File: src/rtl/div_unit.sv
// div_unit: multi-cycle radix-2 restoring divider for MIPS DIV/DIVU.
// Stalls EX while iterating; result = {hi = remainder, lo = quotient}.
module div_unit #(
  parameter int WIDTH = 32
) (
  input  logic               clk,
  input  logic               resetn,
  input  logic [WIDTH-1:0]   a,
  input  logic [WIDTH-1:0]   b,
  input  logic               signed_div,
  input  logic               start,
  input  logic               annul,
  output logic               div_stall,
  output logic               ready,
  output logic [2*WIDTH-1:0] result
);
  localparam int CW = $clog2(WIDTH + 1);
  typedef enum logic [1:0] {IDLE, DIV_ZERO, ON, DONE} state_t;
  state_t state, next;
  logic [CW-1:0] cnt;
  logic [WIDTH-1:0] a_lat, dsr, dvd, rem, rem_n, dvd_n, a_abs, b_abs;
  logic [WIDTH:0] part, diff;
  logic q_neg, r_neg, go, last;
  assign go = state == IDLE && start && !annul;
  // |0x80..0| wraps back to 0x80..0, which is the correct unsigned magnitude
  assign a_abs = (signed_div && a[WIDTH-1]) ? -a : a;
  assign b_abs = (signed_div && b[WIDTH-1]) ? -b : b;
  assign part = {rem, dvd[WIDTH-1]};
  assign diff = part - {1'b0, dsr};
  assign rem_n = diff[WIDTH] ? part[WIDTH-1:0] : diff[WIDTH-1:0];
  assign dvd_n = {dvd[WIDTH-2:0], ~diff[WIDTH]};
  assign last = cnt == CW'(WIDTH - 1);
  assign div_stall = go || state == ON || state == DIV_ZERO;
  always_comb begin
    next = state;
    case (state)
      IDLE:     next = go ? (b == '0 ? DIV_ZERO : ON) : IDLE;
      DIV_ZERO: next = annul ? IDLE : DONE;
      ON:       next = annul ? IDLE : (last ? DONE : ON);
      default:  next = IDLE;
    endcase
  end
  always_ff @(posedge clk or negedge resetn) begin
    if (!resetn) begin
      state  <= IDLE;
      cnt    <= '0;
      ready  <= 1'b0;
      result <= '0;
      a_lat  <= '0;
      dsr    <= '0;
      dvd    <= '0;
      rem    <= '0;
      q_neg  <= 1'b0;
      r_neg  <= 1'b0;
    end else begin
      state <= next;
      ready <= next == DONE;
      if (go) begin
        a_lat <= a;
        dsr   <= b_abs;
        dvd   <= a_abs;
        rem   <= '0;
        cnt   <= '0;
        q_neg <= signed_div & (a[WIDTH-1] ^ b[WIDTH-1]);
        r_neg <= signed_div & a[WIDTH-1];
      end else if (state == ON) begin
        rem <= rem_n;
        dvd <= dvd_n;
        cnt <= cnt + 1'b1;
      end
      if (state == ON && next == DONE)
        result <= {r_neg ? -rem_n : rem_n, q_neg ? -dvd_n : dvd_n};
      else if (state == DIV_ZERO && next == DONE)
        result <= {a_lat, {WIDTH{1'b1}}};
    end
  end
endmodule

File: config.mk
export PLATFORM = sky130hd
export DESIGN_NAME = div_unit
export DESIGN_NICKNAME = d
export VERILOG_FILES = /design/src/rtl/div_unit.sv
export SDC_FILE = /design/constraint.sdc
export NUM_CORES = 1
export LEC_CHECK = 0
export BUFFER_PORTS_ARGS = -buffer_cell sky130_fd_sc_hd__buf_2
export CAP_MARGIN = 20
export CORE_MARGIN = 2
export CORE_UTILIZATION = 55
export CTS_CLUSTER_DIAMETER = 200
export DETAILED_ROUTE_END_ITERATION = 12
export PLACE_DENSITY = 0.79
export SLEW_MARGIN = 20
export SYNTH_ARGS = -nofsm -noshare
export SYNTH_HDL_FRONTEND = slang
export SYNTH_SLANG_ARGS = --single-unit
File: constraint.sdc
create_clock -name clk -period 6.5 [get_ports clk]
set_clock_uncertainty 0.15 [all_clocks]
set_input_delay 1.3 -clock clk [delete_from_list [all_inputs] [get_ports clk]]
set_output_delay 1.3 -clock clk [all_outputs]
set_load 0.1 [all_outputs]
==> results of run 1 <==
==> metrics by stage <==
step / power, mW / hold slack [ns] / utilization (%) / cells / area (µm²)
finish: 7.078 / 0.3222 / 62.39 / 2066 / 15040
global route: 7.533 / 0.3405 / 62.39 / 2066 / 15040
CTS: 7.025 / 0.3231 / 62.27 / 2064 / 15010
detailed placement: 5.661 / 0.3100 / 59.06 / 2022 / 14240
global placement: 5.595 / 0.3058 / 59.06 / 2022 / 14240
floorplan: 4.742 / 0.2890 / - / 1647 / 13410
==> kinds of logic after synthesis <==
logic type | share of synthesized area, %
AO/OA/AOI/OAI | 22.00
multiplexers | 2.025
adder cells (fa/ha/maj) | 3.602
buffers and inverters | 4.376
flip-flops | 37.88
XOR/XNOR | 8.818
AND/OR/NAND/NOR | 21.29
==> area by class of cell <==
cell class | count | area, µm²
repair buffers | 145 | 794.5
inverters | 57 | 214.0
clock inverters | 9 | 110.1
fillers | 2194 | 9066
clock buffers | 33 | 663.1
flip-flops and latches | 203 | 5080
well taps | 324 | 405.4
multi-input cells | 1294 | 7770
diodes | 1 | 2.502
==> critical path: stages (launching register included) <==
cell and delay (ns):
dfrtp_1 0.44, ha_1 0.43, a21oi_1 0.26, o21ai_0 0.15, or2_2 0.33, o2111a_2 0.28
nor4_4 0.58, nor2_4 0.08, inv_2 0.11, buf_4 0.40, nor2_1 0.08, a21oi_1 0.23
ha_1 0.28, nand2_1 0.12, or3_1 0.34, o41a_1 0.38, nand3b_4 0.23, o31ai_1 0.27
xor2_1 0.18, a21oi_1 0.08
==> state kept, by name (all words and copies together), names as in the netlist <==
| register | flops |
|---|---|
| a_lat | 32 |
| r_neg | 1 |
| dvd | 32 |
| result | 64 |
| ready | 1 |
| q_neg | 1 |
| dsr | 32 |
| rem | 32 |
| state | 2 |
| cnt | 6 |
==> layer usage <==
layer	vias to the layer above	global-route usage, %	routed length, µm
met5	-	0	0
met4	0	9.173	1025
met3	76	3.740	2670
met2	475	47.09	17590
met1	6069	41.04	16330
li1	5974	-	-
==> placed cells by master (no fill, tap or decap), types with 6 or more instances in the layout <==
cell type,netlist,layout
nand2_1,260,260
dfrtp_1,203,203
o21ai_0,167,167
nor2_1,139,138
buf_2,13,133
a21oi_1,122,122
xnor2_1,73,73
xor2_1,62,62
inv_1,55,55
nand3_1,54,54
ha_1,37,37
nor3_1,35,35
or3_1,30,30
a31oi_1,29,29
clkbuf_16,0,23
o22ai_1,19,19
mux2i_1,19,19
o31ai_1,18,18
a21o_1,13,13
nor4_1,12,12
and2_1,12,12
nand2b_1,12,11
or4_1,10,10
a211oi_1,10,10
o21a_1,10,10
and3_1,9,9
o21ai_1,9,9
buf_4,2,9
or2_2,8,8
o41ai_1,8,8
nand4_1,7,7
o211ai_1,7,7
mux2_2,6,6
clkbuf_8,0,6
clkinv_2,0,6
==> how the worst max path moves through the flow <==
stage / end / slack, ns / cells past startpoint
after global routing: result[62] / 0.52 / 20
after detailed placement: result[62] / 1.04 / 21
after CTS: result[62] / 1.00 / 19
final: result[62] / 0.95 / 19
after global placement: result[62] / 1.18 / 21
after floorplan: result[62] / 1.78 / 23
==> report_power, final <==
| group | internal, mW | switching, mW |
|---|---|---|
| logic | 1.35 | 2.57 |
| registers | 1.52 | 0.286 |
| clock network | 0.793 | 0.551 |
==> metrics.yaml, run 1 <==
cts.sinks: 203
yosysWarnings: 0
worstMarginPinSlew_ns: 0.9639
grt_setup_unrepaired: "no"
die_h_um: 160.1
drive_gt1_share_pct: 13.10
synthesis.nets: 1754
drv_slew: 0
dr.pass1.iters: 5
hold_path_depth: 2
cts-resized-gates: 0
critPathMaxFanout: 35
yosysMostFrequentCell: "nand2_1"
synth.top_cells.by_area: "dfrtp_1 (38%), nand2_1 (7.3%), o21ai_0 (6.2%)"
cts-root-buf: "clkbuf_16"
finalCriticalPeriod_ns: 5.546
final_antenna_net_count: 0
drc: 0
rows: 57
crit_arrival_ns: 5.79
syn_avg_cell_area_um2: 8.142
clock_latency_ns: 0.54
nets: 1831
drt-initial-drc-count: 1097
yosysTopAreaCell: "dfrtp_1"
die_area_um2: 25640
post-place-ws_ns: 1.043
cts_tree: "built"
cts_max_level: 1
ys.flop_type: "dfrtp_1"
final.period_utilization_pct: 85.33
routabilityCongestion: 0.9706
r2r_end: "result[62]"
synth_seq_cells: 203
synth_top_area_share_pct: 37.88
gr-total-overflow: 0
crit_type: "reg2reg"
clock_path_buffers: 3
fmax_mhz: 180.3
synthArstFlopShare_pct: 100.0
hpwl_um: 26780
end_kind: "register"
pin_count: 135
track_usage_pct: 29.13
drv_cap: 0
critPathLaunchType: "register"
io_buffers: 134
mappedNetlistArea_um2: 13410
layout_setup_ws_ns: 0.9537
via_per_inst: 6.096
cts-hold-fix-buffers: 0
vias: 12594
p_leak_nw: 6.659
first_global_vias: 11909
min_to: "result[39]"
synthCells: 1647
ys_seq_area_share_pct: 37.88
synth_edf_count: 0
core_um2: 24110
grt_antenna_before_repair: 1
rrSetupSlack_ns: 0.95
routedWlPerCell_um: 18.21
status: "complete, no violations"
die_x_um: 160.1
power.density_nw_per_um2: 470.6
reg2regPathDepth: 19
slew_headroom_pct: 35.74
min_from: "result[39]"
clk_pin_slew_worst_paths_ns: 0.06
fin_tns_setup_ns: 0
syn2layout_area_growth_pct: 12.16
cts_buffers: 23
worstPathRequired_ns: 6.74
setup-violations-final: 0
synthTopCellsByCount: "nand2_1 (260), dfrtp_1 (203), o21ai_0 (167)"
r2r-start: "rem[14]"
hold_violations: 0
cts_setup_buffers: 0
hold_class: "reg2reg"
vdd_drop_max_uv: 287.7
totalWireLength_um: 37610
synthDistinctLibCells: 88
critPathLaunch: "rem[14]"
start_util_pct: 55.63
grt_first_pass_wirelength_um: 61360
grt_max_degree: 114
Power figures use the tool's default switching activity.
==> run 2: changes to the inputs <==
Settings changed: RECOVER_POWER set to 100.
==> run 2 against run 1 <==
  * The run now ends with max-capacitance violations, max-slew violations left
  * Register-to-register slack got worse by 0.11 ns
  * Largest cell class unchanged
  * Die area stayed put
  * First-iteration DRC count is 3.6% higher
  * Sequential power about the same
  * Combinational power barely moved
  * Largest power group unchanged
  * Cell area down 1.0%
  * Worst setup slack got worse by 0.11 ns
  * Routed wire length up 0.14%
  * Total power decreased by 0.27%
==> metrics.yaml, run 2 (synthesized netlist as in run 1, its figures left out) <==
status: "complete, but fails checks"  # was complete, no violations
violations: "max-capacitance violations, max-slew violations"
cts-resized-gates: 0  # unchanged
largest_reg_flops: 64  # unchanged
cp_num_cells: 9  # was 19
cp-endpoint: "result[4]"  # was result[62]
critPathMaxStageDelay_ns: 2.05  # was 0.58 ns
cts_max_level: 1  # unchanged
vias: 12647  # was 12.59k
r2r-start: "state[1]"  # was rem[14]
hold_violations: 0  # unchanged
dr.pass1.iters: 6  # was 5
totalWireLength_um: 37660  # was 37,610 µm
die_h_um: 160.1  # unchanged
die_x_um: 160.1  # unchanged
die_area_um2: 25640  # unchanged
track_usage_pct: 29.13  # unchanged
hold_class: "reg2reg"  # unchanged
regMostFlops: "result"  # unchanged
path_cells: "nor2b_2, clkbuf_1, and4_1, nand3b_1, a21o_1, inv_1, clkbuf_1, nor2_1, a21oi_1"  # was ha_1, a21oi_1, o21ai_0, or2_2, o2111a_2, nor4_4, nor2_4, inv_2, buf_4, nor2_1, a21oi_1, ha_1, nand2_1, or3_1, o41a_1, nand3b_4, o31ai_1, xor2_1, a21oi_1
drv_slew: 479  # was 0
fill_cells: 2252  # was 2,194
end_kind: "register"  # unchanged
core_um2: 24110  # unchanged
crit_type: "reg2reg"  # unchanged
cp_top_family: "buffers and inverters"  # was simple AND/OR/NAND/NOR gates
clock_path_buffers: 3  # unchanged
worstPathRequired_ns: 6.81  # was 6.74 ns
final_area_um2: 14880  # was 15,040 µm²
slew_headroom_pct: -156.7  # was 35.74%
setup-violations-final: 0  # unchanged
critPathLaunchType: "register"  # unchanged
drt-initial-drc-count: 1136  # was 1,097
r2r_end: "result[4]"  # was result[62]
final_antenna_net_count: 0  # unchanged
slowest_stage: "clkbuf_1"  # was nor4_4
final_cell_mix: "nand2_1 (260), dfrtp_1 (203), o21ai_0 (171)"  # was nand2_1 (260), dfrtp_1 (203), o21ai_0 (167)
vdd_drop_max_uv: 290.5  # was 287.7 µV
routedWlPerCell_um: 18.23  # was 18.21 µm
layout_commonest_cell: "nand2_1"  # unchanged
cts-hold-fix-buffers: 0  # unchanged
grt_setup_unrepaired: "no"  # unchanged
drv_cap: 7  # was 0
grt_max_degree: 114  # unchanged
place_area_um2: 14240  # unchanged
fmax_mhz: 176.9  # was 180.3 MHz
grt_first_pass_wirelength_um: 61360  # unchanged
clock_latency_ns: 0.54  # about the same
via_per_inst: 6.121  # was 6.096
drive_gt1_share_pct: 8.501  # was 13.10%
p_leak_nw: 6.420  # was 6.659 nW
cts_tree: "built"  # unchanged
rows: 57  # unchanged
drc: 0  # unchanged
worstMarginPinSlew_ns: 3.850  # was 0.9639 ns
final.period_utilization_pct: 86.96  # was 85.33%
cpMostUsedCell: "clkbuf_1"  # was a21oi_1
cts_buffers: 23  # unchanged
start_util_pct: 55.63  # unchanged
gr-total-overflow: 0  # unchanged
syn2layout_area_growth_pct: 10.98  # was 12.16%
rrSetupSlack_ns: 0.85  # was 0.95 ns
grt_antenna_before_repair: 1  # unchanged
critPathLaunch: "state[1]"  # was rem[14]
cts_setup_buffers: 0  # unchanged
whs_ns: 0.3268  # was 0.3222 ns
cts.sinks: 203  # unchanged
crit_arrival_ns: 5.96  # was 5.79 ns
clk_pin_slew_worst_paths_ns: 0.06  # about the same
cts-root-buf: "clkbuf_16"  # unchanged
reg2regPathDepth: 9  # was 19
first_global_vias: 11909  # unchanged
critPathMaxFanout: 65  # was 35
finalCriticalPeriod_ns: 5.653  # was 5.546 ns
power.density_nw_per_um2: 474.3  # was 470.6 nW/µm²
fin_tns_setup_ns: 0  # unchanged
hpwl_um: 26780  # unchanged
nets: 1831  # unchanged
io_buffers: 134  # unchanged
routabilityCongestion: 0.9706  # unchanged
path_buf_inv: 3  # was 2
pin_count: 135  # unchanged
[run 2: tightest hold or removal path, cell delays in order, from the launching register on]
cell,delay (ns)
dfrtp_1,0.33
nand2_1,0.05
o21ai_0,0.06
[run 2: layout make-up]
type | instances | area [µm²] | area share, %
flip-flops and latches | 203 | 5080 | 34.13
clock inverters | 9 | 110.1 | 0.7399
well taps | 324 | 405.4 | 2.724
multi-input cells | 1294 | 7745 | 52.04
inverters | 57 | 214.0 | 1.438
repair buffers | 145 | 661.9 | 4.448
diodes | 1 | 2.502 | 0.01682
clock buffers | 33 | 663.1 | 4.456
[run 2: worst min-delay path by stage]
stage                from          to  slack (ns)  depth (start not counted)
3_5_place_dp    a_lat[22]   a_lat[22]        0.31                          2
2_1_floorplan   a_lat[12]   a_lat[12]        0.29                          2
6_report       result[39]  result[39]        0.33                          2
3_3_place_gp    a_lat[12]   a_lat[12]        0.31                          2
5_1_grt         a_lat[14]   a_lat[14]        0.35                          2
4_1_cts         a_lat[22]   a_lat[22]        0.32                          2
[run 2: power breakdown]
part	switching [mW]	internal [mW]	total, mW	leakage, nW
clock network	0.552	0.793	1.34	0.387
registers	0.287	1.52	1.81	2.50
logic	2.57	1.34	3.90	3.54
total	3.41	3.65	7.06	6.42
[run 2: layer usage]
layer	vias to the layer above	GRT usage, %	share of wire (%)
li1	5978	-	-
met1	6106	41.04	44
met2	489	47.09	47
met3	74	3.740	6.9
met4	0	9.173	2.6
met5	-	0	0
[run 2: through the flow]
stage	util (%)	power, mW	instances	worst slack (ns)
2_1_floorplan	-	4.742	1647	1.783
3_3_place_gp	59.06	5.595	2022	1.176
3_5_place_dp	59.06	5.661	2022	1.043
4_1_cts	62.27	7.025	2064	1.003
5_1_grt	61.74	7.514	2066	0.3362
6_report	61.74	7.059	2066	0.8473
